==> src/rtl/irq_nmi_controller.sv <==
`default_nettype none
// ============================================================================
// Module      : irq_nmi_controller
// Description : Interrupt front-end sitting directly upstream of the CPU
//               core's interrupt inputs. It synchronises up to eight
//               peripheral IRQ sources and one NMI source. IRQ sources are
//               masked and can be latched on a rising edge or passed as a
//               level. The block is memory-mapped on the CPU bus and snoops
//               the NMI vector fetch to acknowledge the NMI automatically.
//
// Parameters  : NUM_IRQ      number of IRQ sources (1..8)
//               BASE_ADDR    4-byte aligned register window base
//               SYNC_STAGES  flops per input synchroniser (>= 2)
//
// Ports       : clk                   system clock, rising edge
//               reset                 synchronous, active-high reset
//               irq_src               async peripheral IRQ requests
//               nmi_src               async NMI request (edge-sensitive)
//               addr_hi / addr_lo     CPU address bus
//               data_in               CPU write data
//               read_not_write        1 = read, 0 = write
//               data_out              registered read data
//               data_out_valid        data_out valid for this cycle
//               nonMaskableInterrupt  NMI to core, held until vector fetch
//               interruptRequest      level IRQ to core
//
// Register map (offset = addr_lo[1:0]):
//               0 RAW (RO)   1 MASK (RW)   2 PENDING (R/W1C)   3 EDGE (RW)
//
// Revision    : 1.0  initial release
// ============================================================================

module irq_nmi_controller #(
    parameter int          NUM_IRQ     = 8,
    parameter logic [15:0] BASE_ADDR   = 16'hD000,
    parameter int          SYNC_STAGES = 2
) (
    input  logic               clk,
    input  logic               reset,
    input  logic [NUM_IRQ-1:0] irq_src,
    input  logic               nmi_src,
    input  logic [7:0]         addr_hi,
    input  logic [7:0]         addr_lo,
    input  logic [7:0]         data_in,
    input  logic               read_not_write,
    output logic [7:0]         data_out,
    output logic               data_out_valid,
    output logic               nonMaskableInterrupt,
    output logic               interruptRequest
);

    localparam logic [15:0] c_NMI_VECTOR = 16'hFFFA;
    localparam int          c_FILL_W     = $clog2(SYNC_STAGES + 2);
    localparam logic [c_FILL_W-1:0] c_FILL_DONE = c_FILL_W'(SYNC_STAGES + 1);

    typedef enum logic [0:0] {
        NMI_IDLE    = 1'b0,
        NMI_PENDING = 1'b1
    } nmiState_t;

    // ------------------------------------------------------------------
    // Input synchronisers
    // ------------------------------------------------------------------
    logic [SYNC_STAGES-1:0][NUM_IRQ-1:0] r_irqSync;
    logic [SYNC_STAGES-1:0]              r_nmiSync;
    logic [NUM_IRQ-1:0]                  r_irqSd;
    logic                                r_nmiPrev;
    logic [c_FILL_W-1:0]                 r_fillCnt;
    logic [NUM_IRQ-1:0]                  w_irqS;
    logic                                w_nmiS;
    logic                                w_armed;

    assign w_irqS = r_irqSync[SYNC_STAGES-1];
    assign w_nmiS = r_nmiSync[SYNC_STAGES-1];

    // Edge detection is held off until both the synchronised value and its
    // one-cycle-delayed copy contain real post-reset samples. Without this
    // the cleared synchroniser would make a source that was held high
    // through reset look like a fresh rising edge.
    assign w_armed = (r_fillCnt == c_FILL_DONE);

    always_ff @(posedge clk) begin
        if (reset) begin
            r_irqSync <= '0;
            r_nmiSync <= '0;
            r_irqSd   <= '0;
            r_nmiPrev <= 1'b0;
            r_fillCnt <= '0;
        end else begin
            r_irqSync <= {r_irqSync[SYNC_STAGES-2:0], irq_src};
            r_nmiSync <= {r_nmiSync[SYNC_STAGES-2:0], nmi_src};
            r_irqSd   <= w_irqS;
            r_nmiPrev <= w_nmiS;
            if (!w_armed) begin
                r_fillCnt <= r_fillCnt + 1'b1;
            end
        end
    end

    // ------------------------------------------------------------------
    // Bus decode
    // ------------------------------------------------------------------
    logic [15:0] w_addr;
    logic        w_hit;
    logic        w_rd;
    logic        w_wr;
    logic [1:0]  w_offset;
    logic        w_vecFetch;

    assign w_addr     = {addr_hi, addr_lo};
    assign w_hit      = (w_addr[15:2] == BASE_ADDR[15:2]);
    assign w_rd       = w_hit &  read_not_write;
    assign w_wr       = w_hit & ~read_not_write;
    assign w_offset   = addr_lo[1:0];
    assign w_vecFetch = read_not_write & (w_addr == c_NMI_VECTOR);

    // ------------------------------------------------------------------
    // MASK / EDGE / edge latches
    // ------------------------------------------------------------------
    logic [NUM_IRQ-1:0] r_mask;
    logic [NUM_IRQ-1:0] r_edge;
    logic [NUM_IRQ-1:0] r_latch;
    logic [NUM_IRQ-1:0] w_pend;
    logic [NUM_IRQ-1:0] w_set;
    logic [NUM_IRQ-1:0] w_w1c;
    logic [NUM_IRQ-1:0] w_edgeChg;
    logic [NUM_IRQ-1:0] w_latchNext;

    assign w_pend    = (r_edge & r_latch) | (~r_edge & w_irqS);
    assign w_set     = w_armed ? (r_edge & w_irqS & ~r_irqSd) : '0;
    assign w_w1c     = (w_wr && (w_offset == 2'd2)) ? data_in[NUM_IRQ-1:0] : '0;
    assign w_edgeChg = (w_wr && (w_offset == 2'd3)) ? (data_in[NUM_IRQ-1:0] ^ r_edge) : '0;

    // A new edge beats a W1C on the same bit; switching a bit's mode
    // discards whatever was latched under the old mode.
    assign w_latchNext = ((r_latch & ~w_w1c) | w_set) & ~w_edgeChg;

    always_ff @(posedge clk) begin
        if (reset) begin
            r_mask  <= '0;
            r_edge  <= '0;
            r_latch <= '0;
        end else begin
            r_latch <= w_latchNext;
            if (w_wr && (w_offset == 2'd1)) begin
                r_mask <= data_in[NUM_IRQ-1:0];
            end
            if (w_wr && (w_offset == 2'd3)) begin
                r_edge <= data_in[NUM_IRQ-1:0];
            end
        end
    end

    // ------------------------------------------------------------------
    // Read path: unused high bits read as zero
    // ------------------------------------------------------------------
    logic [7:0] w_rawExt;
    logic [7:0] w_maskExt;
    logic [7:0] w_pendExt;
    logic [7:0] w_edgeExt;
    logic [7:0] w_readData;

    generate
        if (NUM_IRQ < 8) begin : g_pad
            assign w_rawExt  = {{(8-NUM_IRQ){1'b0}}, w_irqS};
            assign w_maskExt = {{(8-NUM_IRQ){1'b0}}, r_mask};
            assign w_pendExt = {{(8-NUM_IRQ){1'b0}}, w_pend};
            assign w_edgeExt = {{(8-NUM_IRQ){1'b0}}, r_edge};
        end else begin : g_full
            assign w_rawExt  = w_irqS;
            assign w_maskExt = r_mask;
            assign w_pendExt = w_pend;
            assign w_edgeExt = r_edge;
        end
    endgenerate

    always_comb begin
        w_readData = 8'h00;
        case (w_offset)
            2'd0:    w_readData = w_rawExt;
            2'd1:    w_readData = w_maskExt;
            2'd2:    w_readData = w_pendExt;
            default: w_readData = w_edgeExt;
        endcase
    end

    always_ff @(posedge clk) begin
        if (reset) begin
            data_out         <= 8'h00;
            data_out_valid   <= 1'b0;
            interruptRequest <= 1'b0;
        end else begin
            data_out_valid   <= w_rd;
            interruptRequest <= |(w_pend & r_mask);
            if (w_rd) begin
                data_out <= w_readData;
            end
        end
    end

    // ------------------------------------------------------------------
    // NMI state machine
    // ------------------------------------------------------------------
    nmiState_t r_nmiState;
    nmiState_t w_nmiStateNext;
    logic      w_nmiEdge;

    assign w_nmiEdge = w_armed & w_nmiS & ~r_nmiPrev;

    always_ff @(posedge clk) begin
        if (reset) begin
            r_nmiState <= NMI_IDLE;
        end else begin
            r_nmiState <= w_nmiStateNext;
        end
    end

    // An edge arriving together with the vector fetch keeps the NMI pending
    // so that request is not lost.
    always_comb begin
        w_nmiStateNext = r_nmiState;
        case (r_nmiState)
            NMI_IDLE: begin
                if (w_nmiEdge) begin
                    w_nmiStateNext = NMI_PENDING;
                end
            end
            default: begin
                if (!w_nmiEdge && w_vecFetch) begin
                    w_nmiStateNext = NMI_IDLE;
                end
            end
        endcase
    end

    assign nonMaskableInterrupt = (r_nmiState == NMI_PENDING);

endmodule

`default_nettype wire

==> config.mk <==
export PLATFORM = sky130hd
export DESIGN_NAME = irq_nmi_controller
export DESIGN_NICKNAME = d
export VERILOG_FILES = /design/src/rtl/irq_nmi_controller.sv
export SDC_FILE = /design/constraint.sdc
export NUM_CORES = 1
export LEC_CHECK = 0
export ABC_AREA = 1
export BUFFER_PORTS_ARGS = -buffer_cell sky130_fd_sc_hd__buf_4
export CAP_MARGIN = 20
export CORE_MARGIN = 2
export CORE_UTILIZATION = 39
export CTS_CLUSTER_DIAMETER = 100
export DETAILED_ROUTE_END_ITERATION = 7
export PLACE_DENSITY = 0.65
export SKIP_CTS_REPAIR_TIMING = 1
export SLEW_MARGIN = 15
export SYNTH_ARGS = -nofsm -noshare
export SYNTH_HDL_FRONTEND = slang
export SYNTH_SLANG_ARGS = --single-unit
==> constraint.sdc <==
create_clock -name clk -period 3.36 [get_ports clk]
set_input_delay 0 -clock clk [delete_from_list [all_inputs] [get_ports clk]]
set_output_delay 0 -clock clk [all_outputs]
set_load 0.03 [all_outputs]
-- After elaboration in Yosys (flattened, before gate mapping)
Index checks and enable logic that the tools add are counted.
- output and inout port bits: 11
- flip-flop bits (word level): 64
- word-level logic and storage cells: 55
- input bits: 36
- equality and inequality tests: 6
- add/subtract/negate cells: 1
- mux-type cells: 7
- bitwise gates (word level): 21
- reductions and logical operators: 7
- operators with widths (operator ; count):
    $and 8x8->8 ; 7
    $not 8->8 ; 4
    $mux 8 ; 3
    $pmux 8 s3 ; 1
    $eq 16x16->1 const B ; 1
    $or 8x8->8 ; 2
    $eq 14x14->1 const B ; 1
    $reduce_or 8->1 ; 1
    $xor 8x8->8 ; 1
    $eq 2x2->1 const B ; 3
    $and 1x1->1 ; 5
    $logic_and 1x1->1 ; 4
    $mux 1 ; 3
    $add 2x1->2 const B ; 1
    $eq 2x1->1 const B ; 1
    $logic_not 2->1 ; 1
    $not 1->1 ; 2
    $logic_not 1->1 ; 1

-- Longest topological paths before layout
- depth in word-level cells: 8
- mapped depth: 9
- depth with buffers taken out: 8

-- Worst setup path before layout
OpenSTA, ideal clock, no wires.
- path type: register to register
- start point: register r_fillCnt[0]
- end point: register r_latch[0]
- library setup time: 70 ps
- path slack: 2277 ps
- cell stages (with the launch flop): 5
- required time: 3290 ps
- arrival: 1014 ps
- period minus slack after synthesis: 1083 ps
- buffers on the path: 1
- path through: dfxtp_1 -> ha_1 -> clkbuf_1 -> nand3_1 -> a21oi_1
- cells in the longest elaborated chain, start to end: 4
- ends and longest elaborated chain (what ; RTL line ; source):
    start, declared ; 68 ; logic [c_FILL_W-1:0] r_fillCnt;
    start signal, assigned ; 95 ; r_fillCnt <= r_fillCnt + 1'b1;
    $eq 2x2->1 ; 80 ; assign w_armed = (r_fillCnt == c_FILL_DONE);
    $mux 8 ; 130 ; assign w_set = w_armed ? (r_edge & w_irqS & ~r_irqSd) : '0;
    $or 8x8->8 ; 136 ; assign w_latchNext = ((r_latch & ~w_w1c) | w_set) & ~w_edgeChg;
    $and 8x8->8 ; 136 ;
    end signal, assigned ; 144 ; r_latch <= w_latchNext;
    end, declared ; 122 ; logic [NUM_IRQ-1:0] r_latch;
No other way between the ends.
A chain may end at the register's enable or synchronous reset.

-- Worst setup path in the final report
- start point: register r_fillCnt[0]
- end point: register r_latch[6]
The elaborated chain is that of the path after synthesis.

==> out/summary.txt <==
Vias post-DR: 2780
Slew margin rel.: 37.9%
Number of synthesized flops with an enable pin: 0
Chip height: 91.1 microns
Worst clock skew: 6.40 ps
Root Driver: clkbuf_8
Asr flop ratio synth: 0%
Initial Util: 40.5%
Post-synthesis sequential element count: 64
Hold endpoint: data_out[2]
Cell area after layout: 3670 sq um
Largest net degree at the start of global routing: 35
Gpl congestion: 0.845
Clock transition at path regs: 60 ps
Reg-to-Reg End: r_latch[6]
Placed Cells: 568
RSZ-0062 raised after global routing: no
Final nets: 534
WL per Instance: 11.6 microns
Fin crit period: 1300 ps
Layout cells sized above 1: 13.2%
Static Leakage: 1.73 nW
Final slew viol count: 0
Final Cycle Share: 38.8%
Final core occ: 50.3%
Clock sinks: 64
Setup tns final: 0 ps
Synth top area cells: dfxtp_1 43%, nand2_1 14%, nor2_1 11%, inv_1 8.3%, nand4_1 4.2%
Slowest-stage cell, CP: ha_1
Commonest cells post-synth: 113 x nand2_1, 85 x nor2_1, 65 x inv_1
Int Pwr: 1.12 mW
Vias per Instance: 4.64
Required time worst endpoint: 3630 ps
Sw Share: 24.3%
Hold WC Path Type: in2reg
Final setup vio count: 0
Aggregate global routing overflow: 0
Number of diodes: 0
Post-synth top area cell: dfxtp_1
Flop pwr share: 53.1%
Worst-path cell chain: ha_1 > nand3_1 > a21oi_1
Core Area: 7290 sq um
Post-synthesis cell type count: 24
Worst-Skew Late Latency: 340 ps
Critical Path AT: 1580 ps
Sequential share of the synthesized area: 43.3%
Top cell type's share of synthesized area: 43.3%
DP HPWL: 4720 microns
PwrDens: 405 nW/um^2
Max stage delay on crit path: 560 ps
Synth warn: 0
Critical path type: reg2reg
DP Area: 3340 sq um
Die width: 91.1 microns
Final WL: 6950 microns
Gate Count Post-Synth: 438
Worst hold stages: 4
CP endpoint kind: flop
First-pass GRT wire length: 11700 microns
Post-Syn Area per Cell: 6.75 sq um
Hold Crit Start: read_not_write
Initial DRC count: 153
Top_reg_cell synth: dfxtp_1
Worst Path Max Fanout: 12
Final Hold Vio Count: 0
DR pass1 iterations: 4
CTS max path bufs: 2
Cts bufs inserted: 9
Combinational power share: 10.2%
Worst slew pin tran: 930 ps
Tot GR Track Use: 17.7%
IR drop worst, VDD: 206 uV
Run status: complete, no violations
Syn-to-layout area delta: 24.1%
Filler-free cell count of the finished design: 599
Clock share of power: 36.7%
R2R depth: 3
Max Freq: 0.766 GHz
TritonCTS clock tree: done
Antenna violations before repair: 0
Synthesized cell area: 2960 sq um
Rows: 31
Vias in the first global route: 2487
Synth Net Count: 475
FF-to-FF setup slack: 2060 ps
Htree depth: 3
Ports: 47
NetSw: 0.361 mW
Post-route DRC: 0
Die ar.: 8290 sq um
Filler Cell Count: 735
Most numerous cell in the Yosys netlist: nand2_1
Routed Antenna Nets: 0
Critical R2R Launch: r_fillCnt[0]
Max cap viols: 0
Port Buffer Count: 46
Critical path startpoint category: flop
-- power by group through the flow --
stage | clock (mW) | combinational, mW | sequential, mW
after detailed placement | 0 | 0.137 | 0.806
after CTS | 0.563 | 0.137 | 0.789
after global placement | 0 | 0.134 | 0.805
after floorplan | 0 | 0.0777 | 0.803
after global routing | 0.597 | 0.171 | 0.790
final | 0.545 | 0.152 | 0.789
-- worst max path at each step --
| stage | from | end | slack (ps) | depth (start not counted) |
|---|---|---|---|---|
| finish | r_fillCnt[0] | r_latch[6] | 2060 | 3 |
| global route | r_fillCnt[0] | r_latch[3] | 1910 | 3 |
| CTS | r_fillCnt[0] | r_latch[6] | 2060 | 3 |
| detailed placement | addr_hi[5] | data_out[0] | 1860 | 9 |
| global placement | addr_hi[5] | data_out[0] | 1860 | 9 |
| floorplan | r_fillCnt[0] | r_latch[0] | 2280 | 4 |
-- per-stage QoR --
stage	setup WS [ps]	hold slack (ps)	power, mW
after global placement	1860	201	0.939
final	2060	11.9	1.49
after global routing	1910	45.3	1.56
after detailed placement	1860	206	0.942
after floorplan	2280	107	0.881
after CTS	2060	-153	1.49
-- per-layer routing --
| metal | global-route usage (%) | wire length [microns] |
|---|---|---|
| met4 | 7.45 | 104 |
| met2 | 27.6 | 3110 |
| met3 | 4.81 | 403 |
| met1 | 23.0 | 3330 |
| met5 | 0 | 0 |
-- placed cells by master, fill, tap and decap left out, drive strengths merged --
cell type / count
o2111ai: 2
inv: 66
dfxtp: 64
nand3b: 1
ha: 1
o21ai: 21
a21oi: 12
dlygate4sd3: 17
nand4: 22
nor3: 3
xor2: 9
clkinv: 3
clkbuf: 13
nand2: 113
buf: 46
nand3: 19
nor2: 88
-- final cells by class --
| class | instances | area [sq um] | area share [%] |
|---|---|---|---|
| well taps | 99 | 124 | 3.38 |
| multi-input cells | 291 | 1340 | 36.5 |
| inverters | 68 | 256 | 6.99 |
| flip-flops and latches | 64 | 1280 | 34.9 |
| clock buffers | 13 | 149 | 4.06 |
| clock inverters | 1 | 5.00 | 0.136 |
| repair buffers | 63 | 515 | 14.1 |
-- worst max-delay path, delay by kind of cell (launching register included) --
family | cells | cell delay, ps
adders and majority gates | 1 | 560
and+or+nand+nor | 1 | 160
AOI/OAI and AO/OA | 1 | 160
DFF | 1 | 350
-- state kept, by name (all words and copies together) (netlist names) --
register and flops:
r_nmiSync 2, r_irqSync 8, r_edge 8, interruptRequest 1
r_latch 8, r_nmiPrev 1, nonMaskableInterrupt 1, data_out_valid 1
r_mask 8, r_fillCnt 2, r_irqSd 8, w_irqS 8
data_out 8
-- cells by family after synthesis --
| group | after synthesis | synth area share [%] |
|---|---|---|
| AND/OR/NAND/NOR | 246 | 36.0 |
| buffers and inverters | 83 | 11.4 |
| flip-flops | 64 | 43.3 |
| AO/OA/AOI/OAI | 35 | 6.18 |
| XOR/XNOR | 9 | 2.67 |
| adder cells (fa/ha/maj) | 1 | 0.423 |
Note: power is estimated with default switching activity, not from simulation.
